File: config.mk
export PLATFORM = sky130hd
export DESIGN_NAME = timer_cmp_flat
export DESIGN_NICKNAME = d
export VERILOG_FILES = /design/src/rtl/timer_pkg.sv /design/src/rtl/timer_cmp_if.sv /design/src/rtl/cmp64_pipe.sv /design/src/rtl/timer_cmp.sv /design/src/flat_wrapper.sv
export SDC_FILE = /design/constraint.sdc
export NUM_CORES = 1
export LEC_CHECK = 0
export CAP_MARGIN = 0
export CORE_ASPECT_RATIO = 1.25
export CORE_UTILIZATION = 50
export CTS_CLUSTER_SIZE = 30
export DETAILED_ROUTE_END_ITERATION = 8
export GPL_ROUTABILITY_DRIVEN = 0
export GPL_TIMING_DRIVEN = 0
export MAX_ROUTING_LAYER = met4
export PLACE_DENSITY = 0.77
export SLEW_MARGIN = 40
export SYNTH_ARGS = -nofsm -noshare
export SYNTH_HDL_FRONTEND = slang
export SYNTH_HIERARCHICAL = 1
export SYNTH_SLANG_ARGS = --single-unit
File: constraint.sdc
create_clock -name clk -period 2.53 [get_ports clk]
set_input_delay 0.3795 -clock clk [delete_from_list [all_inputs] [get_ports clk]]
set_output_delay 0.3795 -clock clk [all_outputs]
set_load 0.03 [all_outputs]
File: src/rtl/timer_pkg.sv
// rtl/timer_pkg.sv - shared register offsets, bit indices and offset decode for the timer compare unit
package timer_pkg;

  localparam logic [3:0] TMR_CMP_LO = 4'h0;
  localparam logic [3:0] TMR_CMP_HI = 4'h4;
  localparam logic [3:0] TMR_CTRL   = 4'h8;
  localparam logic [3:0] TMR_STATUS = 4'hC;

  localparam int CTRL_EN   = 0;
  localparam int CTRL_IE   = 1;
  localparam int STAT_PEND = 0;

  typedef enum logic [2:0] {
    SEL_NONE,
    SEL_CMP_LO,
    SEL_CMP_HI,
    SEL_CTRL,
    SEL_STATUS
  } reg_sel_e;

  // Any offset outside the map selects nothing: reads give 0, writes are dropped.
  function automatic reg_sel_e decode_ofs(input logic [3:0] ofs);
    reg_sel_e sel;
    case (ofs)
      TMR_CMP_LO: sel = SEL_CMP_LO;
      TMR_CMP_HI: sel = SEL_CMP_HI;
      TMR_CTRL:   sel = SEL_CTRL;
      TMR_STATUS: sel = SEL_STATUS;
      default:    sel = SEL_NONE;
    endcase
    return sel;
  endfunction

endpackage

File: src/rtl/timer_cmp_if.sv
// rtl/timer_cmp_if.sv - 32-bit MMIO slave bus shared with the timer
interface timer_cmp_if;

  logic        ren;
  logic        wen;
  logic [3:0]  addr_ofs;
  logic [31:0] wdata;
  logic [31:0] data_o;

  modport master (
    output ren,
    output wen,
    output addr_ofs,
    output wdata,
    input  data_o
  );

  modport slave (
    input  ren,
    input  wen,
    input  addr_ofs,
    input  wdata,
    output data_o
  );

endinterface

File: src/rtl/cmp64_pipe.sv
// rtl/cmp64_pipe.sv - registered unsigned 64-bit a >= b, one cycle latency
module cmp64_pipe (
  input  logic        clk,
  input  logic        rst_n,
  input  logic [63:0] a_i,
  input  logic [63:0] b_i,
  output logic        ge_o
);

  logic hi_gt;
  logic hi_eq;
  logic lo_ge;
  logic ge_d;
  logic ge_q;

  // Compare the halves separately so each carry chain is only 32 bits long.
  always_comb begin
    hi_gt = (a_i[63:32] >  b_i[63:32]);
    hi_eq = (a_i[63:32] == b_i[63:32]);
    lo_ge = (a_i[31:0]  >= b_i[31:0]);
    ge_d  = hi_gt | (hi_eq & lo_ge);
  end

  // Result register.
  always_ff @(posedge clk or negedge rst_n) begin
    if (!rst_n) begin
      ge_q <= 1'b0;
    end else begin
      ge_q <= ge_d;
    end
  end

  assign ge_o = ge_q;

endmodule

File: src/rtl/timer_cmp.sv
// rtl/timer_cmp.sv - 64-bit compare/interrupt unit with shadowed low half and sticky pending
module timer_cmp
  import timer_pkg::*;
#(
  parameter logic [63:0] RST_CMP = 64'hFFFF_FFFF_FFFF_FFFF
) (
  input  logic        clk,
  input  logic        rst_n,
  input  logic [63:0] time_i,
  timer_cmp_if.slave  bus,
  output logic        irq_o
);

  logic [63:0] cmp_q, cmp_d;
  logic [31:0] lo_shadow_q, lo_shadow_d;
  logic        en_q, en_d;
  logic        ie_q, ie_d;
  logic        pending_q, pending_d;
  logic        irq_q, irq_d;
  logic [31:0] data_q, data_d;

  logic        match_q;
  reg_sel_e    sel;
  logic [31:0] rdata;
  logic        w1c_pend;

  // Match stage sees only the committed compare value, never the shadow.
  cmp64_pipe u_cmp (
    .clk   (clk),
    .rst_n (rst_n),
    .a_i   (time_i),
    .b_i   (cmp_q),
    .ge_o  (match_q)
  );

  // Read mux from current state, so a same-cycle write is not visible yet.
  always_comb begin
    sel   = decode_ofs(bus.addr_ofs);
    rdata = '0;
    case (sel)
      SEL_CMP_LO: rdata = cmp_q[31:0];
      SEL_CMP_HI: rdata = cmp_q[63:32];
      SEL_CTRL: begin
        rdata[CTRL_EN] = en_q;
        rdata[CTRL_IE] = ie_q;
      end
      SEL_STATUS: rdata[STAT_PEND] = pending_q;
      default: rdata = '0;
    endcase
    data_d = bus.ren ? rdata : '0;
  end

  // Register writes, pending set/clear (set wins) and interrupt level.
  always_comb begin
    cmp_d       = cmp_q;
    lo_shadow_d = lo_shadow_q;
    en_d        = en_q;
    ie_d        = ie_q;
    w1c_pend    = 1'b0;
    if (bus.wen) begin
      case (sel)
        SEL_CMP_LO: lo_shadow_d = bus.wdata;
        SEL_CMP_HI: cmp_d = {bus.wdata, lo_shadow_q};
        SEL_CTRL: begin
          en_d = bus.wdata[CTRL_EN];
          ie_d = bus.wdata[CTRL_IE];
        end
        SEL_STATUS: w1c_pend = bus.wdata[STAT_PEND];
        default: ;
      endcase
    end
    if (en_q && match_q) begin
      pending_d = 1'b1;
    end else if (w1c_pend) begin
      pending_d = 1'b0;
    end else begin
      pending_d = pending_q;
    end
    irq_d = pending_q & ie_q;
  end

  // State registers; reset also clears a half-written shadow.
  always_ff @(posedge clk or negedge rst_n) begin
    if (!rst_n) begin
      cmp_q       <= RST_CMP;
      lo_shadow_q <= '0;
      en_q        <= 1'b0;
      ie_q        <= 1'b0;
      pending_q   <= 1'b0;
      irq_q       <= 1'b0;
      data_q      <= '0;
    end else begin
      cmp_q       <= cmp_d;
      lo_shadow_q <= lo_shadow_d;
      en_q        <= en_d;
      ie_q        <= ie_d;
      pending_q   <= pending_d;
      irq_q       <= irq_d;
      data_q      <= data_d;
    end
  end

  assign bus.data_o = data_q;
  assign irq_o      = irq_q;

endmodule

File: src/flat_wrapper.sv
// flat-port wrapper written by rule: the top's interface ports become plain ports
module timer_cmp_flat import timer_pkg::*;
#(
  parameter logic [63:0] RST_CMP = 64'hFFFF_FFFF_FFFF_FFFF
)
  (clk, rst_n, time_i, irq_o, bus_ren, bus_wen, bus_addr_ofs, bus_wdata, bus_data_o);
  timer_cmp_if bus_i ();
  input  logic clk;
  input  logic rst_n;
  input  logic [63:0] time_i;
  output logic irq_o;
  input wire logic [$bits(bus_i.ren)-1:0] bus_ren;
  input wire logic [$bits(bus_i.wen)-1:0] bus_wen;
  input wire logic [$bits(bus_i.addr_ofs)-1:0] bus_addr_ofs;
  input wire logic [$bits(bus_i.wdata)-1:0] bus_wdata;
  output wire logic [$bits(bus_i.data_o)-1:0] bus_data_o;
  assign bus_i.ren = bus_ren;
  assign bus_i.wen = bus_wen;
  assign bus_i.addr_ofs = bus_addr_ofs;
  assign bus_i.wdata = bus_wdata;
  assign bus_data_o = bus_i.data_o;
  timer_cmp #(.RST_CMP(RST_CMP)) u_core (.clk(clk), .rst_n(rst_n), .time_i(time_i), .bus(bus_i), .irq_o(irq_o));
endmodule
# ---- Yosys cells after proc, flatten, opt, wreduce, memory -nomap -nowiden
# Index checks and enable logic that the tools add are counted.
dict set report classes {
  reduce_logical 6
  n_bitwise 3
  muxes 9
  n_eq_ne 8
  magnitude_cmp 2
}
# operator n
set ops {}
lappend ops {{$pmux 30 s2} 1}
lappend ops {{$eq 32x32->1} 1}
lappend ops {{$ge 32x32->1} 1}
lappend ops {{$gt 32x32->1} 1}
lappend ops {{$mux 32} 1}
lappend ops {{$pmux 3 s4} 1}
lappend ops {{$eq 4x4->1 const B} 2}
lappend ops {{$eq 3x2->1 const B} 2}
lappend ops {{$reduce_and 2->1} 3}
lappend ops {{$eq 4x3->1 const B} 1}
lappend ops {{$logic_not 4->1} 1}
lappend ops {{$mux 1} 4}
lappend ops {{$pmux 1 s4} 1}
lappend ops {{$eq 3x1->1 const B} 1}
lappend ops {{$eq 3x3->1 const B} 1}
lappend ops {{$pmux 1 s3} 1}
lappend ops {{$and 1x1->1} 2}
lappend ops {{$reduce_bool 2->1} 1}
lappend ops {{$logic_and 1x1->1} 1}
lappend ops {{$or 1x1->1} 1}
dict set report word_totals {
  output_inout_bits 33
  ff_bits 133
  word_cells 36
  in_bits 104
}

# ---- Longest topological paths before layout
# Gate-level depths: netlist of run 1.
dict set report logic_depth {
  word_depth 7
  mapped_depth 8
  depth_no_buf 8
}

# ---- Hierarchy
# The synthesis of run 1 kept the hierarchy.
# mod seq_area_each_um2 instances area_each_um2 cells_per_inst
set by_module_without_submodules {}
lappend by_module_without_submodules {timer_cmp 3383.2 1 5408.9 330}
lappend by_module_without_submodules {cmp64_pipe 25.0 1 1652.8 226}

# ---- Worst setup path before layout of run 1
# Ideal clock, no wire load.
dict set report synth_path {
  path_type {flip-flop to flip-flop}
  from {register u_core.cmp_q[61]}
  to {register u_core.u_cmp.ge_q (netlist: u_core/u_cmp/ge_o)}
  arrival_time_ns 2.176
  required_ns 2.394
  setup_time_ns 0.136
  path_stages_with_launch 8
  period_less_slack_ns 2.311
  path_buffers 0
  slack_ns 0.219
  path_cell_list {dfstp_2 inv_1 ha_1 nand4_2 or4_4 or3_4 a2111oi_4 a21oi_2}
}
dict set report synth_via {
  elab_chain_cells 3
  elab_cells_between_ends 4
  cone_classes {1 x order compare; 1 x eq/ne; 2 x bitwise}
}
# item line
set synth_lines {}
lappend synth_lines {{start, declared} timer_cmp.sv:14} ;# logic [63:0] cmp_q, cmp_d;
lappend synth_lines {{start signal, assigned} timer_cmp.sv:93} ;# cmp_q <= cmp_d;
lappend synth_lines {{parallel branches: the longest is 2 deep, another holds $gt 32x32->1} n/a}
lappend synth_lines {{$or 1x1->1 (*)} cmp64_pipe.sv:21} ;# ge_d = hi_gt | (hi_eq & lo_ge);
lappend synth_lines {{named net u_core.u_cmp.ge_d} cmp64_pipe.sv:13} ;# logic ge_d;
lappend synth_lines {{end signal, assigned} cmp64_pipe.sv:29} ;# ge_q <= ge_d;
lappend synth_lines {{end, declared} cmp64_pipe.sv:14} ;# logic ge_q;
# Mark *: on every way through the listed nets, which the timed path passes.
# A chain may end at the register's enable or synchronous reset.

# ---- Worst setup path in the final report of run 1
dict set report layout_path {
  from {register u_core.cmp_q[47]}
  to {register u_core.u_cmp.ge_q (netlist: u_core/u_cmp/ge_o)}
}
# Same word-level chain as after synthesis.

==> results.md, run 1 <==
- Outcome: finished clean
- Worst-case reg-to-reg path depth: 7
- Nets@finish: ~900
- Ports: 137
- Hold path cells: 4
- Share of layout cells above drive strength 1: between 30% and 40%
- Syn-to-layout area delta: 32.6%
- CP max stage cell: dfstp_2
- CP Launch Type: register
- Largest area contributor in the netlist: dfrtp_1
- WP data arrival: roughly 2800 ps
- Synth area leaders: dfrtp_1 24%, dfstp_2 24%, mux2_4 13%, ha_1 11%, mux2_2 5.6%
- Die Span Y: about 130 µm
- CTS root buffer: clkbuf_16
- Global Route Usage Sum: about a quarter
- Unique cell type count in the Yosys netlist: approximately 50
- Post-DR wirelength/cell: 18.7 µm
- Period utilization: just under 100%
- CTS H-Tree Depth: 4
- Buffers on Ports: around 130
- Post-Route M1 WL: about 6800 µm
- Final count of hold timing violations: 0
- Antenna violations before repair: 0
- Worst IR Drop VDD: 0.000430 V
- Least-Margin Pin Slew: approximately 530 ps
- Crit-path max FO: 3
- Top Layer Used: met4
- Slew margin rel.: 64.5%
- Vias in the first global route: 5,184
- Post-Synthesis Cells: around 560
- Power Density: a little under 800 mW/mm²
- Post CTS Setup Buffer Count: 0
- Post-route insts no fill: between 800 and 900
- CP Class: register to register
- Global-route wire length before repair: between 20,000 and 30,000 µm
- Static Leak: ~4.2 nW
- Min cycle time layout: ~2500 ps
- Via count: approximately 4,900
- Achievable frequency: 0.399 GHz
- Core Rows: between 40 and 50
- Net count after synthesis: ~720
- Clk_lat worst skew: about 420 ps
- 1st-pass router iterations: 4
- First DRT Iteration DRCs: about 160
- Total clock sinks: between 100 and 150
- Clock skew: between 8 and 9 ps
- Yosys warns: 6
- Clk slew on worst S/H paths: 50 ps
- Gr ovfl total: 0
- Syn_area_per_cell: between 10 and 15 µm²
- DRC: 0
- Yosys reg bits: between 100 and 150
- Core Area: between 0.01 and 0.015 mm²
- CTS tree: done
- Post-Syn Area: just over 0.007 mm²
- Post-synth top flop: dfrtp_1
- Met3 routed WL: ~870 µm
- Ys async rst share: 100%
- Vias per std cell: ~5.4
- Die area: around 0.015 mm²
- Die W: ~110 µm
- Power Total: roughly 7.3 mW
- RSZ-0062 raised after global routing: yes
- Placed Cells: about 870
- Initial Util: 51.1%
- Synth top area share: 24.5%
- Clk buf depth: 2
- Max-slew violation count: 0
- Register area share after synthesis: about 48%
- Pin count of the biggest net entering global routing: 73
- Crit-path cells: inv_1 -> ha_1 -> nand4_1 -> or4_4 -> or3_4 -> a2111oi_4 -> a21oi_2
- Worst Path Required: around 2800 ps
- WL met2: 8820 µm
- Final setup viols: 0
- CTS Buf Count: 17
- CP endpoint kind: register
- Routed Antenna Nets: 0
- Hold/Removal Path Class: primary input to register
- Count of antenna diodes in the layout: 0
- Final WL: between 15,000 and 20,000 µm
- Max Cap Viol: 0
- Dpl hpwl: about 13,000 µm
- Max incr delay on CP: 540 ps
- Number of flops mapped to enable cells by yosys: 0
==> cell type report <==
cell class,count,area [µm²]
repair buffers,136,1380
well taps,175,219
flip-flops and latches,133,3410
plain buffers,21,141
clock inverters,12,154
inverters,67,251
fillers,994,4450
multi-input cells,335,3350
clock buffers,20,457
==> layer usage <==
layer	GRT usage, %	vias up
met5	-	-
met4	8.78	0
met3	5.36	25
met2	43.5	147
met1	28.6	2408
li1	-	2286
==> metrics by stage <==
stage               cell area (µm²)  utilization (%)  hold WS (ps)  TNS [ps]  setup slack [ps]
floorplan                      7060                -          83.9         0               219
global placement               8620             62.4           469   -415370             -3880
detailed placement             8650             62.7           347      -284              -284
CTS                            9300             67.3           332         0              5.20
global route                   9360             67.8           388     -10.9             -10.9
finish                         9360             67.8           348         0              25.2
==> worst max-delay path, delay by kind of cell (launching register included) <==
| family | cells | cell delay, ps |
|---|---|---|
| AOI/OAI and AO/OA | 2 | 350 |
| buffers and inverters | 1 | 70 |
| and+or+nand+nor | 3 | 1100 |
| adders and majority gates | 1 | 310 |
| DFF | 1 | 540 |
==> synth_stat cells, types with 6 or more instances <==
library cell	number
inv_1	67
nand3_1	9
nand2_1	18
dfrtp_1	69
dfstp_2	64
a21oi_1	24
nor2b_1	31
mux2_2	35
buf_2	10
buf_6	6
ha_1	64
nand4_1	11
mux2_4	60
a22oi_1	30
==> repair_timing <==
item	CTS	global route
setup endpoints to repair	1	1
gates resized for setup	2	9
hold endpoints to repair	31	0
pin swaps	0	1
hold buffers	1	0
==> registers in the layout, summed over array words and instances (netlist names) <==
register,flops
u_core/u_cmp/ge_o,1
u_core/en_q,1
u_core/cmp_q,64
u_core/bus.data_o,32
u_core/ie_q,1
u_core/pending_q,1
u_core/lo_shadow_q,32
u_core/irq_o,1
==> final timing paths <==
kind	endpoint	slack [ps]	from
min	u_core/pending_q	350	bus_addr_ofs[2]
max	u_core/u_cmp/ge_o	30	u_core/cmp_q[47]
max in group asynchronous	u_core/cmp_q[31]	1300	rst_n
max reg2reg	u_core/u_cmp/ge_o	30	u_core/cmp_q[47]
min reg2reg	u_core/pending_q	490	u_core/u_cmp/ge_o
min in group asynchronous	u_core/bus.data_o[4]	490	rst_n
==> power breakdown <==
group	total [mW]	switching, mW	internal (mW)	leakage, nW
Combinational	1.74	0.754	0.988	2.36
Clock	2.50	0.903	1.60	0.292
Sequential	3.07	0.326	2.74	1.56
==> logic make-up (layout without fill, tap and decap cells) <==
logic type	count (synthesis)	after routing	share of synthesized area [%]
AO/OA/AOI/OAI	78	78	7.67
adder cells (fa/ha/maj)	64	64	11.3
buffers and inverters	88	256	5.56
flip-flops	133	133	48.3
multiplexers	100	100	19.3
AND/OR/NAND/NOR	93	93	7.88
==> layout by cell type (no fill, tap or decap), drive strengths merged, types with 5 or more instances in the layout <==
| cell type | count |
|---|---|
| clkinv | 6 |
| a21oi | 25 |
| nor2 | 5 |
| dfstp | 64 |
| o21ai | 7 |
| clkbuf | 24 |
| nand2 | 18 |
| ha | 64 |
| nor2b | 31 |
| nand3 | 9 |
| clkdlybuf4s50 | 133 |
| inv | 67 |
| buf | 19 |
| a22oi | 30 |
| nand4 | 12 |
| dfrtp | 69 |
| mux2 | 98 |
No activity file was read; power rests on OpenSTA's default activity.
==> run 2, diff against run 1 <==
--- a/config.mk
+++ b/config.mk
@@ -6,14 +6,16 @@
 export NUM_CORES = 1
 export LEC_CHECK = 0
 export CAP_MARGIN = 0
+export CELL_PAD_IN_SITES_DETAIL_PLACEMENT = 1
+export CELL_PAD_IN_SITES_GLOBAL_PLACEMENT = 2
 export CORE_ASPECT_RATIO = 1.25
-export CORE_UTILIZATION = 50
+export CORE_UTILIZATION = 38
 export CTS_CLUSTER_SIZE = 30
 export DETAILED_ROUTE_END_ITERATION = 8
 export GPL_ROUTABILITY_DRIVEN = 0
 export GPL_TIMING_DRIVEN = 0
 export MAX_ROUTING_LAYER = met4
-export PLACE_DENSITY = 0.77
+export PLACE_DENSITY_LB_ADDON = 0.1
 export SLEW_MARGIN = 40
 export SYNTH_ARGS = -nofsm -noshare
 export SYNTH_HDL_FRONTEND = slang
==> constraint.sdc (replaced) <==
create_clock -name clk -period 3.1 [get_ports clk]
set_input_delay 0.465 -clock clk [delete_from_list [all_inputs] [get_ports clk]]
set_output_delay 0.465 -clock clk [all_outputs]
set_load 0.03 [all_outputs]
==> results.md, run 2 (synthesized netlist as in run 1, its figures left out) <==
- Outcome: finished clean (unchanged)
- Max Cap Viol: 0 (unchanged)
- Max reg flops: 64 (unchanged)
- Power Density: 662 mW/mm² (was 781 mW/mm²)
- Reg2reg end: u_core/u_cmp/ge_o (unchanged)
- Final setup viols: 0 (unchanged)
- Hold/Removal Path Class: primary input to register (unchanged)
- Vias in the first global route: 5,470 (was 5,184)
- First DRT Iteration DRCs: 101 (was 161)
- Die Span Y: 154 µm (was 135 µm)
- RSZ-0062 raised after global routing: no (was yes)
- Post-DR wirelength/cell: 19.7 µm (was 18.7 µm)
- Final count of hold timing violations: 0 (unchanged)
- Max incr delay on CP: 510 ps (was 540 ps)
- Worst-case reg-to-reg path depth: 7 (unchanged)
- Min cycle time layout: approximately 2600 ps
- Syn-to-layout area delta: 33.4% (was 32.6%)
- Least-Margin Pin Slew: 584 ps (was 525 ps)
- CTS Buf Count: 17 (unchanged)
- CTS tree: done (unchanged)
- Worst r2r src: u_core/cmp_q[0] (was u_core/cmp_q[47])
- Post CTS Setup Buffer Count: 0 (unchanged)
- Final setup margin: 472 ps (was 25.2 ps)
- Ports: 137 (unchanged)
- Routed Antenna Nets: 0 (unchanged)
- Die W: 124 µm (was 108 µm)
- Die area: 0.0191 mm² (was 0.0146 mm²)
- Antenna violations before repair: 0 (unchanged)
- CTS root buffer: clkbuf_16 (unchanged)
- DRC: 0 (unchanged)
- Filler cell count: 1,881 (was 994)
- Dpl hpwl: 13,900 µm (was 12,500 µm)
- Period utilization: 84.8%
- Pin count of the biggest net entering global routing: 75 (was 73)
- Worst Path Required: 3380 ps (was 2810 ps)
- Slew margin rel.: 61.0% (was 64.5%)
- WP data arrival: 2900 ps (was 2780 ps)
- Crit-path cells: clkdlybuf4s50_1 -> inv_1 -> ha_1 -> nand2b_1 -> a211oi_1 -> o21bai_1 -> a221o_1 -> o311ai_0 -> a21oi_2 (was inv_1 -> ha_1 -> nand4_1 -> or4_4 -> or3_4 -> a2111oi_4 -> a21oi_2)
- Hold wc startpoint: bus_addr_ofs[2] (unchanged)
- Clk buf depth: 2 (unchanged)
- Buffers on Ports: 134 (unchanged)
- Total clock sinks: 133 (unchanged)
- Core Rows: 55 (was 48)
- Max-slew violation count: 0 (unchanged)
- WHS Endpoint: u_core/pending_q (unchanged)
- CTS H-Tree Depth: 4 (unchanged)
- Vias per std cell: 5.08 (was 5.41)
- Share of layout cells above drive strength 1: 30.5% (was 31.9%)
- Most frequent cells in the layout: 133 x clkdlybuf4s50_1, 69 x dfrtp_1, 67 x inv_1 (was 133 x clkdlybuf4s50_1, 69 x dfrtp_1, 64 x dfstp_2)
- Global Route Usage Sum: 21.8% (was 25.1%)
- Gr ovfl total: 0 (unchanged)
- Static Leak: 4.26 nW (was 4.21 nW)
- Initial Util: 38.9% (was 51.1%)
- Reg2Reg Setup Slack: 490 ps (was 30 ps)
- Global-route wire length before repair: 29,700 µm (was 26,500 µm)
- Dpl ws: 64.6 ps (was -284 ps)
- Largest Register: u_core/cmp_q (unchanged)
- Most common library cell in the layout ignoring fill and taps: clkdlybuf4s50_1 (unchanged)
- Final hold slack: 445 ps (was 348 ps)
- Nets@finish: 879 (unchanged)
- Clk slew on worst S/H paths: 60 ps (was 50 ps)
- Final WL: 18,800 µm (was 16,800 µm)
- Multi-input gate area: 0.00326 mm² (was 0.00335 mm²)
- Reg area: 0.00341 mm² (unchanged)
- Hold path cells: 4 (unchanged)
- CP Class: primary input to register (was register to register)
- Core Area: 0.0182 mm² (was 0.0138 mm²)
- Achievable frequency: roughly 0.38 GHz
- Count of antenna diodes in the layout: 0 (unchanged)
- Via count: 4,839 (was 4,866)
- Power Total: 6.24 mW (was 7.31 mW)
- CP max stage cell: o311ai_0 (was dfstp_2)
- CP Launch Type: primary input (was register)
- Setup TNS: 0 ps (unchanged)
- Clock skew: 7.82 ps (was 8.80 ps)
- Worst IR Drop VDD: 0.000374 V (was 0.000430 V)
- Crit-path max FO: 1 (was 3)
- CP endpoint kind: register (unchanged)
- 1st-pass router iterations: 4 (unchanged)
- Clk_lat worst skew: 420 ps (about the same)
[run 2: cell count changes in the layout (fill, tap and decap cells not counted), moves of 2 or more]
cell	delta
ha_4	-7
inv_1	+4
bufinv_16	+3
clkinv_4	-2
inv_2	-4
ha_1	+7
[run 2: routing by layer]
metal / part of all wire [%] / global-route usage, % / wire length (µm) / vias to the layer above
li1: - / - / - / 2274
met1: 40 / 24.6 / 7600 / 2449
met2: 55 / 38.8 / 10300 / 97
met3: 3.3 / 3.28 / 616 / 19
met4: 1.5 / 7.09 / 284 / 0
met5: 0 / - / 0 / -
[run 2: how the worst max path moves through the flow]
stage                             end        startpoint  cells after the start
finish              u_core/u_cmp/ge_o         time_i[0]                      9
global route        u_core/u_cmp/ge_o         time_i[0]                      9
global placement     u_core/pending_q             rst_n                      1
detailed placement  u_core/u_cmp/ge_o         time_i[0]                      9
floorplan           u_core/u_cmp/ge_o  u_core/cmp_q[61]                      7
CTS                 u_core/u_cmp/ge_o         time_i[0]                      9
[run 2: worst max-delay path, delay by kind of cell]
kind	cells	cell delay, ps
AO/OA/AOI/OAI	5	1530
adder cells (fa/ha/maj)	1	270
buffers and inverters	2	490
AND/OR/NAND/NOR	1	150
[run 2: final cells by class]
type,instances,share of cell area (%)
clock buffer,20,4.95
inverter,67,2.67
multi-input combinational,335,34.6
sequential,133,36.2
tap,228,3.03
buffer,21,1.50
timing repair buffer,136,14.7
clock inverter,12,2.36
[run 2: report_power, final]
group	internal [mW]	total, mW	switching [mW]
Clock	1.57	2.34	0.766
Combinational	0.785	1.40	0.613
Sequential	2.24	2.50	0.265
Total	4.60	6.24	1.64
[run 2: through the flow]
stage          cells  util (%)  area [µm²]
6_report         952      51.9        9420
5_1_grt          952      51.9        9420
4_1_cts          952      51.9        9420
3_5_place_dp     919      48.0        8720
3_3_place_gp     918      47.8        8690
2_1_floorplan    556         -        7060
[run 2: timing repair]
action,in CTS,in global routing
setup endpoints to repair,0,0
hold buffers,1,0
hold endpoints to repair,25,0
resized for setup,0,0
